## config.mk

```make
export PLATFORM = sky130hd
export DESIGN_NAME = serial_operand_driver_flat
export DESIGN_NICKNAME = d
export VERILOG_FILES = /design/src/rtl/serial_operand_driver_if.sv /design/src/rtl/serial_operand_driver.sv /design/src/flat_wrapper.sv
export SDC_FILE = /design/constraint.sdc
export NUM_CORES = 1
export LEC_CHECK = 0
export CORE_MARGIN = 4
export CORE_UTILIZATION = 35
export DETAILED_ROUTE_END_ITERATION = 10
export HOLD_SLACK_MARGIN = 0.02
export SETUP_SLACK_MARGIN = 0.02
export SKIP_LAST_GASP = 1
export SLEW_MARGIN = 20
export SYNTH_ARGS = -nofsm -noshare
export SYNTH_HDL_FRONTEND = slang
export SYNTH_SLANG_ARGS = --single-unit
```

## constraint.sdc

```tcl
create_clock -name clk -period 1.8 [get_ports clk]
set_input_delay 0.45 -clock clk [delete_from_list [all_inputs] [get_ports clk]]
set_output_delay 0.45 -clock clk [all_outputs]
set_load 0.01 [all_outputs]
```

## src/rtl/serial_operand_driver_if.sv

```systemverilog
// Operand request, serial-adder and result signals
// of the serial operand driver.
interface serial_operand_driver_if #(
  parameter int WIDTH = 4,
  parameter int CW    = (WIDTH > 1) ? $clog2(WIDTH) : 1
) ();
  logic             start;
  logic [WIDTH-1:0] op_a;
  logic [WIDTH-1:0] op_b;
  logic             op_cin;
  logic             ready;
  logic             add_rst;
  logic             a;
  logic             b;
  logic             carryin;
  logic [CW-1:0]    bit_idx;
  logic [WIDTH-1:0] sum_in;
  logic             cout_in;
  logic             sum_valid_in;
  logic [WIDTH-1:0] result;
  logic             result_cout;
  logic             done;
  logic             err;

  modport master (
    input  start, op_a, op_b, op_cin,
    input  sum_in, cout_in, sum_valid_in,
    output ready, add_rst, a, b, carryin,
    output bit_idx, result, result_cout,
    output done, err
  );

  modport slave (
    output start, op_a, op_b, op_cin,
    output sum_in, cout_in, sum_valid_in,
    input  ready, add_rst, a, b, carryin,
    input  bit_idx, result, result_cout,
    input  done, err
  );
endinterface

```

## src/rtl/serial_operand_driver.sv

```systemverilog
// Drives LSB-first operands into a serial adder
// and captures its parallel sum / carry.
module serial_operand_driver #(
  parameter int WIDTH      = 4,
  parameter int CLR_CYCLES = 1,
  parameter int TIMEOUT    = 8
) (
  input logic clk,
  input logic rst,
  serial_operand_driver_if.master bus
);
  localparam int CW   = (WIDTH > 1) ? $clog2(WIDTH) : 1;
  localparam int M1   = (CLR_CYCLES > WIDTH) ? CLR_CYCLES : WIDTH;
  localparam int CMAX = (M1 > TIMEOUT) ? M1 : TIMEOUT;
  localparam int CNTW = $clog2(CMAX + 1);

  localparam logic [CNTW-1:0] CLR_LAST = CNTW'(CLR_CYCLES - 1);
  localparam logic [CNTW-1:0] BIT_LAST = CNTW'(WIDTH - 1);
  localparam logic [CNTW-1:0] TO_LAST  = CNTW'(TIMEOUT - 1);
  localparam logic [CW-1:0]   IDX_LAST = CW'(WIDTH - 1);

  typedef enum logic [2:0] {
    S_IDLE, S_CLEAR, S_SHIFT, S_WAIT, S_DONE
  } state_t;

  state_t           state_q, state_d;
  logic [CNTW-1:0]  cnt_q, cnt_d;
  logic [WIDTH-1:0] sha_q, sha_d;
  logic [WIDTH-1:0] shb_q, shb_d;
  logic             cin_q, cin_d;
  logic             ready_q, ready_d;
  logic             arst_q, arst_d;
  logic             a_q, a_d;
  logic             b_q, b_d;
  logic             cy_q, cy_d;
  logic [CW-1:0]    idx_q, idx_d;
  logic [WIDTH-1:0] res_q, res_d;
  logic             rco_q, rco_d;
  logic             done_q, done_d;
  logic             err_q, err_d;

  // Next state and next registered output values.
  always_comb begin
    state_d = state_q;
    cnt_d   = cnt_q;
    sha_d   = sha_q;
    shb_d   = shb_q;
    cin_d   = cin_q;
    res_d   = res_q;
    rco_d   = rco_q;
    err_d   = err_q;
    ready_d = 1'b0;
    arst_d  = 1'b0;
    a_d     = 1'b0;
    b_d     = 1'b0;
    cy_d    = 1'b0;
    idx_d   = '0;
    done_d  = 1'b0;
    unique case (state_q)
      S_IDLE: begin
        ready_d = 1'b1;
        if (bus.start) begin
          state_d = S_CLEAR;
          cnt_d   = '0;
          sha_d   = bus.op_a;
          shb_d   = bus.op_b;
          cin_d   = bus.op_cin;
          err_d   = 1'b0;
          ready_d = 1'b0;
          arst_d  = 1'b1;
          cy_d    = bus.op_cin;
        end
      end
      S_CLEAR: begin
        cy_d = cin_q;
        if (cnt_q == CLR_LAST) begin
          state_d = S_SHIFT;
          cnt_d   = '0;
          a_d     = sha_q[0];
          b_d     = shb_q[0];
          sha_d   = sha_q >> 1;
          shb_d   = shb_q >> 1;
        end else begin
          cnt_d  = cnt_q + 1'b1;
          arst_d = 1'b1;
        end
      end
      S_SHIFT: begin
        cy_d = cin_q;
        if (cnt_q == BIT_LAST) begin
          state_d = S_WAIT;
          cnt_d   = '0;
          idx_d   = IDX_LAST;
        end else begin
          cnt_d = cnt_q + 1'b1;
          idx_d = idx_q + 1'b1;
          a_d   = sha_q[0];
          b_d   = shb_q[0];
          sha_d = sha_q >> 1;
          shb_d = shb_q >> 1;
        end
      end
      S_WAIT: begin
        cy_d  = cin_q;
        idx_d = IDX_LAST;
        if (bus.sum_valid_in) begin
          state_d = S_DONE;
          res_d   = bus.sum_in;
          rco_d   = bus.cout_in;
          err_d   = 1'b0;
          done_d  = 1'b1;
          cy_d    = 1'b0;
          idx_d   = '0;
        end else if (cnt_q == TO_LAST) begin
          state_d = S_DONE;
          res_d   = '0;
          rco_d   = 1'b0;
          err_d   = 1'b1;
          done_d  = 1'b1;
          cy_d    = 1'b0;
          idx_d   = '0;
        end else begin
          cnt_d = cnt_q + 1'b1;
        end
      end
      S_DONE: begin
        state_d = S_IDLE;
        ready_d = 1'b1;
      end
      default: state_d = S_IDLE;
    endcase
  end

  // State, operand latches and registered outputs.
  always_ff @(posedge clk or negedge rst) begin
    if (!rst) begin
      state_q <= S_IDLE;
      cnt_q   <= '0;
      sha_q   <= '0;
      shb_q   <= '0;
      cin_q   <= 1'b0;
      ready_q <= 1'b1;
      arst_q  <= 1'b0;
      a_q     <= 1'b0;
      b_q     <= 1'b0;
      cy_q    <= 1'b0;
      idx_q   <= '0;
      res_q   <= '0;
      rco_q   <= 1'b0;
      done_q  <= 1'b0;
      err_q   <= 1'b0;
    end else begin
      state_q <= state_d;
      cnt_q   <= cnt_d;
      sha_q   <= sha_d;
      shb_q   <= shb_d;
      cin_q   <= cin_d;
      ready_q <= ready_d;
      arst_q  <= arst_d;
      a_q     <= a_d;
      b_q     <= b_d;
      cy_q    <= cy_d;
      idx_q   <= idx_d;
      res_q   <= res_d;
      rco_q   <= rco_d;
      done_q  <= done_d;
      err_q   <= err_d;
    end
  end

  assign bus.ready       = ready_q;
  assign bus.add_rst     = arst_q;
  assign bus.a           = a_q;
  assign bus.b           = b_q;
  assign bus.carryin     = cy_q;
  assign bus.bit_idx     = idx_q;
  assign bus.result      = res_q;
  assign bus.result_cout = rco_q;
  assign bus.done        = done_q;
  assign bus.err         = err_q;
endmodule

```

## src/flat_wrapper.sv

```systemverilog
// flat-port wrapper written by rule: the top's interface ports become plain ports
module serial_operand_driver_flat 
#(
  parameter int WIDTH      = 4,
  parameter int CLR_CYCLES = 1,
  parameter int TIMEOUT    = 8
)
  (clk, rst, bus_start, bus_op_a, bus_op_b, bus_op_cin, bus_sum_in, bus_cout_in, bus_sum_valid_in, bus_ready, bus_add_rst, bus_a, bus_b, bus_carryin, bus_bit_idx, bus_result, bus_result_cout, bus_done, bus_err);
  serial_operand_driver_if #(.WIDTH(WIDTH)) bus_i ();
  input logic clk;
  input logic rst;
  input wire logic [$bits(bus_i.start)-1:0] bus_start;
  input wire logic [$bits(bus_i.op_a)-1:0] bus_op_a;
  input wire logic [$bits(bus_i.op_b)-1:0] bus_op_b;
  input wire logic [$bits(bus_i.op_cin)-1:0] bus_op_cin;
  input wire logic [$bits(bus_i.sum_in)-1:0] bus_sum_in;
  input wire logic [$bits(bus_i.cout_in)-1:0] bus_cout_in;
  input wire logic [$bits(bus_i.sum_valid_in)-1:0] bus_sum_valid_in;
  output wire logic [$bits(bus_i.ready)-1:0] bus_ready;
  output wire logic [$bits(bus_i.add_rst)-1:0] bus_add_rst;
  output wire logic [$bits(bus_i.a)-1:0] bus_a;
  output wire logic [$bits(bus_i.b)-1:0] bus_b;
  output wire logic [$bits(bus_i.carryin)-1:0] bus_carryin;
  output wire logic [$bits(bus_i.bit_idx)-1:0] bus_bit_idx;
  output wire logic [$bits(bus_i.result)-1:0] bus_result;
  output wire logic [$bits(bus_i.result_cout)-1:0] bus_result_cout;
  output wire logic [$bits(bus_i.done)-1:0] bus_done;
  output wire logic [$bits(bus_i.err)-1:0] bus_err;
  assign bus_i.start = bus_start;
  assign bus_i.op_a = bus_op_a;
  assign bus_i.op_b = bus_op_b;
  assign bus_i.op_cin = bus_op_cin;
  assign bus_i.sum_in = bus_sum_in;
  assign bus_i.cout_in = bus_cout_in;
  assign bus_i.sum_valid_in = bus_sum_valid_in;
  assign bus_ready = bus_i.ready;
  assign bus_add_rst = bus_i.add_rst;
  assign bus_a = bus_i.a;
  assign bus_b = bus_i.b;
  assign bus_carryin = bus_i.carryin;
  assign bus_bit_idx = bus_i.bit_idx;
  assign bus_result = bus_i.result;
  assign bus_result_cout = bus_i.result_cout;
  assign bus_done = bus_i.done;
  assign bus_err = bus_i.err;
  serial_operand_driver #(.WIDTH(WIDTH), .CLR_CYCLES(CLR_CYCLES), .TIMEOUT(TIMEOUT)) u_core (.clk(clk), .rst(rst), .bus(bus_i));
endmodule
```

==> impl_metrics.json <==
{
  "status": "finished clean",
  "nets": 196,
  "worst_setup_path_start_kind": "register",
  "worst_r2r_startpoint": "u_core.cnt_q[0]$_DFFE_PN0P_",
  "achievable-frequency_ghz": 0.574,
  "die_h_um": 72.4,
  "synth.top_cells.by_count": "29 x dfrtp_1, 14 x mux2_2, 9 x nor2_1",
  "die-width_um": 72.4,
  "layout-drive-gt1-share_pct": 27.7,
  "yosys.area.top_type": "dfrtp_1",
  "power_leakage_nw": 0.880,
  "buffer_cell_driving_the_clock_tree_root": "clkbuf_8",
  "cts_buffers": 5,
  "min_from": "u_core.sha_q[0]$_DFFE_PN0P_",
  "final_hold_fails": 0,
  "timing_max_transition_violations_final": 0,
  "hold_path.class": "register to register",
  "io_buffers": 31,
  "syn-cell-area_um2": 1450,
  "synthToLayoutAreaGrowth_pct": 40.1,
  "final_antenna_violating_net_count": 0,
  "clock_tree.htree_level_count": 2,
  "synthMostInstantiatedCell": "dfrtp_1",
  "dr_total_vias": 1146,
  "setup_crit_start": "u_core.cnt_q[0]$_DFFE_PN0P_",
  "cts_max_path_buffers": 2,
  "placement.setup.worst_slack_ns": -0.133,
  "postLayoutCoreUtil_pct": 50.8,
  "tritoncts": "done",
  "power.density_nw_per_um2": 1720,
  "detail_route.wirelength_mm": 3.07,
  "floorplan.initialDensity_pct": 36.3,
  "fin_area_um2": 2030,
  "std_cell_rows": 23,
  "async_s_r_ff_share_synth_pct": 100,
  "synth_edf_count": 0,
  "cts_setup_buffers": 0,
  "postSynthRegisterBits": 30,
  "globalRouteTotalUtil_pct": 12.9,
  "vias_per_cell": 5.05,
  "synth-main-ff-cell": "dfrtp_1",
  "antenna_found_initial": 0,
  "average_wire_per_standard_cell_um": 13.5,
  "synthesis.area_per_instance_um2": 11.3,
  "drtPass1Iterations": 4,
  "totalNegativeSetupSlack_ns": 0,
  "pin_count_of_the_biggest_net_entering_global_routing": 31,
  "synthDistinctLibCells": 39,
  "share_of_synthesized_area_occupied_by_flip_flops_and_latches_pct": 51.9,
  "io_pins": 32,
  "netlist_instances": 128,
  "filler_cell_count": 349,
  "kind_of_end_point_of_the_critical_path": "register",
  "slew_headroom_pct": 74.7,
  "final_hold_slack_ns": 0.478,
  "die_area_um2": 5240,
  "drv.max_cap_violation_count": 0,
  "post-synth-top-area-fraction_pct": 50.0,
  "worstMarginPinSlew_ns": 0.379,
  "cp_required_ns": 1.97,
  "first_pass_grt_wire_length_mm": 5.22,
  "place_inst": 219,
  "ys_top_cells_by_area": "dfrtp_1 50%, mux2_2 11%, a22o_1 3.0%",
  "rsz_0062_raised_after_global_routing": "true",
  "post_dp_cell_area_um2": 1920,
  "clkSlewWorstSetupHoldPaths_ns": 0.07,
  "wp_data_arrival_ns": 1.91,
  "synth_warnings": 0,
  "worst_vdd_drop_uv": 837,
  "clock_insertion_delay_worst_skew_ns": 0.28,
  "ctsHoldBuffers": 0,
  "overflow": 0,
  "criticalPathCategory": "register to register",
  "finalWeightedCongestion": 0.881,
  "antenna_cells_inserted": 0,
  "syn_nets": 148,
  "cts.sink_count": 30,
  "setup_viol": 0,
  "worst_clock_skew_ns": 0.00644,
  "half_perimeter_wire_length_of_the_detailed_placement_result_mm": 2.24,
  "total_power_consumption_of_the_routed_design_mw": 3.50,
  "layout_worst_path_cycle_share_pct": 96.8,
  "setup_ws_ns": 0.0574,
  "layout_min_cycle_time_ns": 1.74,
  "core_area_um2": 4000,
  "first_iter_violations": 56,
  "number_of_global_route_vias_before_repair": 1194,
  "critical_path_peak_fanout": 8,
  "finalNonFillerCells": 227,
  "drt_drc_violations_left": 0
}
power by group:
part	leakage, nW	internal (mW)	switching (mW)	total (mW)
Combinational	0.452	1.05	0.768	1.81
Clock	0.0482	0.308	0.250	0.558
Sequential	0.379	0.959	0.167	1.13
Total	0.880	2.31	1.18	3.50
cell type report:
cell class,count,area [um2],share of cell area [%]
Inverter,7,26.3,1.29
Timing Repair Buffer,47,442,21.7
Clock inverter,1,5.00,0.246
Multi-Input combinational cell,85,657,32.3
Tap cell,50,62.6,3.08
Sequential cell,30,753,37.1
Clock buffer,7,86.3,4.25
metal layers:
| layer | GRT usage, % | part of all wire, % |
|---|---|---|
| met5 | 0 | 0 |
| met4 | 5.94 | 1.9 |
| met3 | 4.85 | 5.4 |
| met1 | 15.2 | 43 |
| met2 | 20.8 | 49 |
cell usage in the layout, fill, tap and decap left out, types with 2 or more instances in the layout:
cell	count
clkdlybuf4s50_1	30
dfrtp_1	28
buf_4	15
mux2_2	14
nor2_1	9
a21oi_1	6
clkbuf_8	6
nand2_1	5
inv_1	5
a22o_1	5
nand2b_1	4
and2_1	4
nor2b_1	3
nor3_1	3
nand3_1	3
inv_2	2
xnor2_1	2
a31oi_1	2
nor4_1	2
o21ai_0	2
nor4b_1	2
cell families (layout without fill, tap and decap cells):
kind of cell             count (synthesis)  in the layout  share of synthesized area, %
buffers and inverters                   13             62                          4.14
XOR/XNOR                                 2              2                          1.21
adder cells (fa/ha/maj)                  2              2                          1.73
flip-flops                              30             30                          51.9
multiplexers                            16             16                          12.3
AND/OR/NAND/NOR                         42             42                          16.6
AO/OA/AOI/OAI                           23             23                          12.2
critical path, cell delays in order, from the launching register on:
cell,delay (ns)
dfrtp_1,0.41
inv_2,0.09
ha_4,0.13
and4bb_4,0.24
a211oi_2,0.06
a211oi_4,0.20
buf_12,0.16
mux2_2,0.33
worst paths after layout:
| kind | to | slack [ns] | cells past startpoint |
|---|---|---|---|
| max | u_core.shb_q[2]$_DFFE_PN0P_ | 0.06 | 7 |
| min | u_core.bus.a$_DFF_PN0_ | 0.48 | 1 |
| max reg2reg | u_core.shb_q[2]$_DFFE_PN0P_ | 0.06 | 7 |
| min reg2reg | u_core.bus.a$_DFF_PN0_ | 0.48 | 1 |
| max in group asynchronous | u_core.bus.ready$_DFF_PN1_ | 0.93 | 2 |
| min in group asynchronous | u_core.shb_q[3]$_DFFE_PN0P_ | 0.55 | 2 |
sequential cells by signal (all words and copies together), names as in the netlist, 2 cells and up:
signal              flops
u_core.bus.result       4
u_core.cnt_q            4
u_core.sha_q            4
u_core.shb_q            4
u_core.state_q          3
u_core.bus.bit_idx      2
repair_timing:
item                       CTS  global route
setup endpoints to repair    9            13
pin swaps                    1             0
gates resized for setup      4             4
hold endpoints to repair     0             0
gates cloned                 0             0
Power figures use the tool's default switching activity.
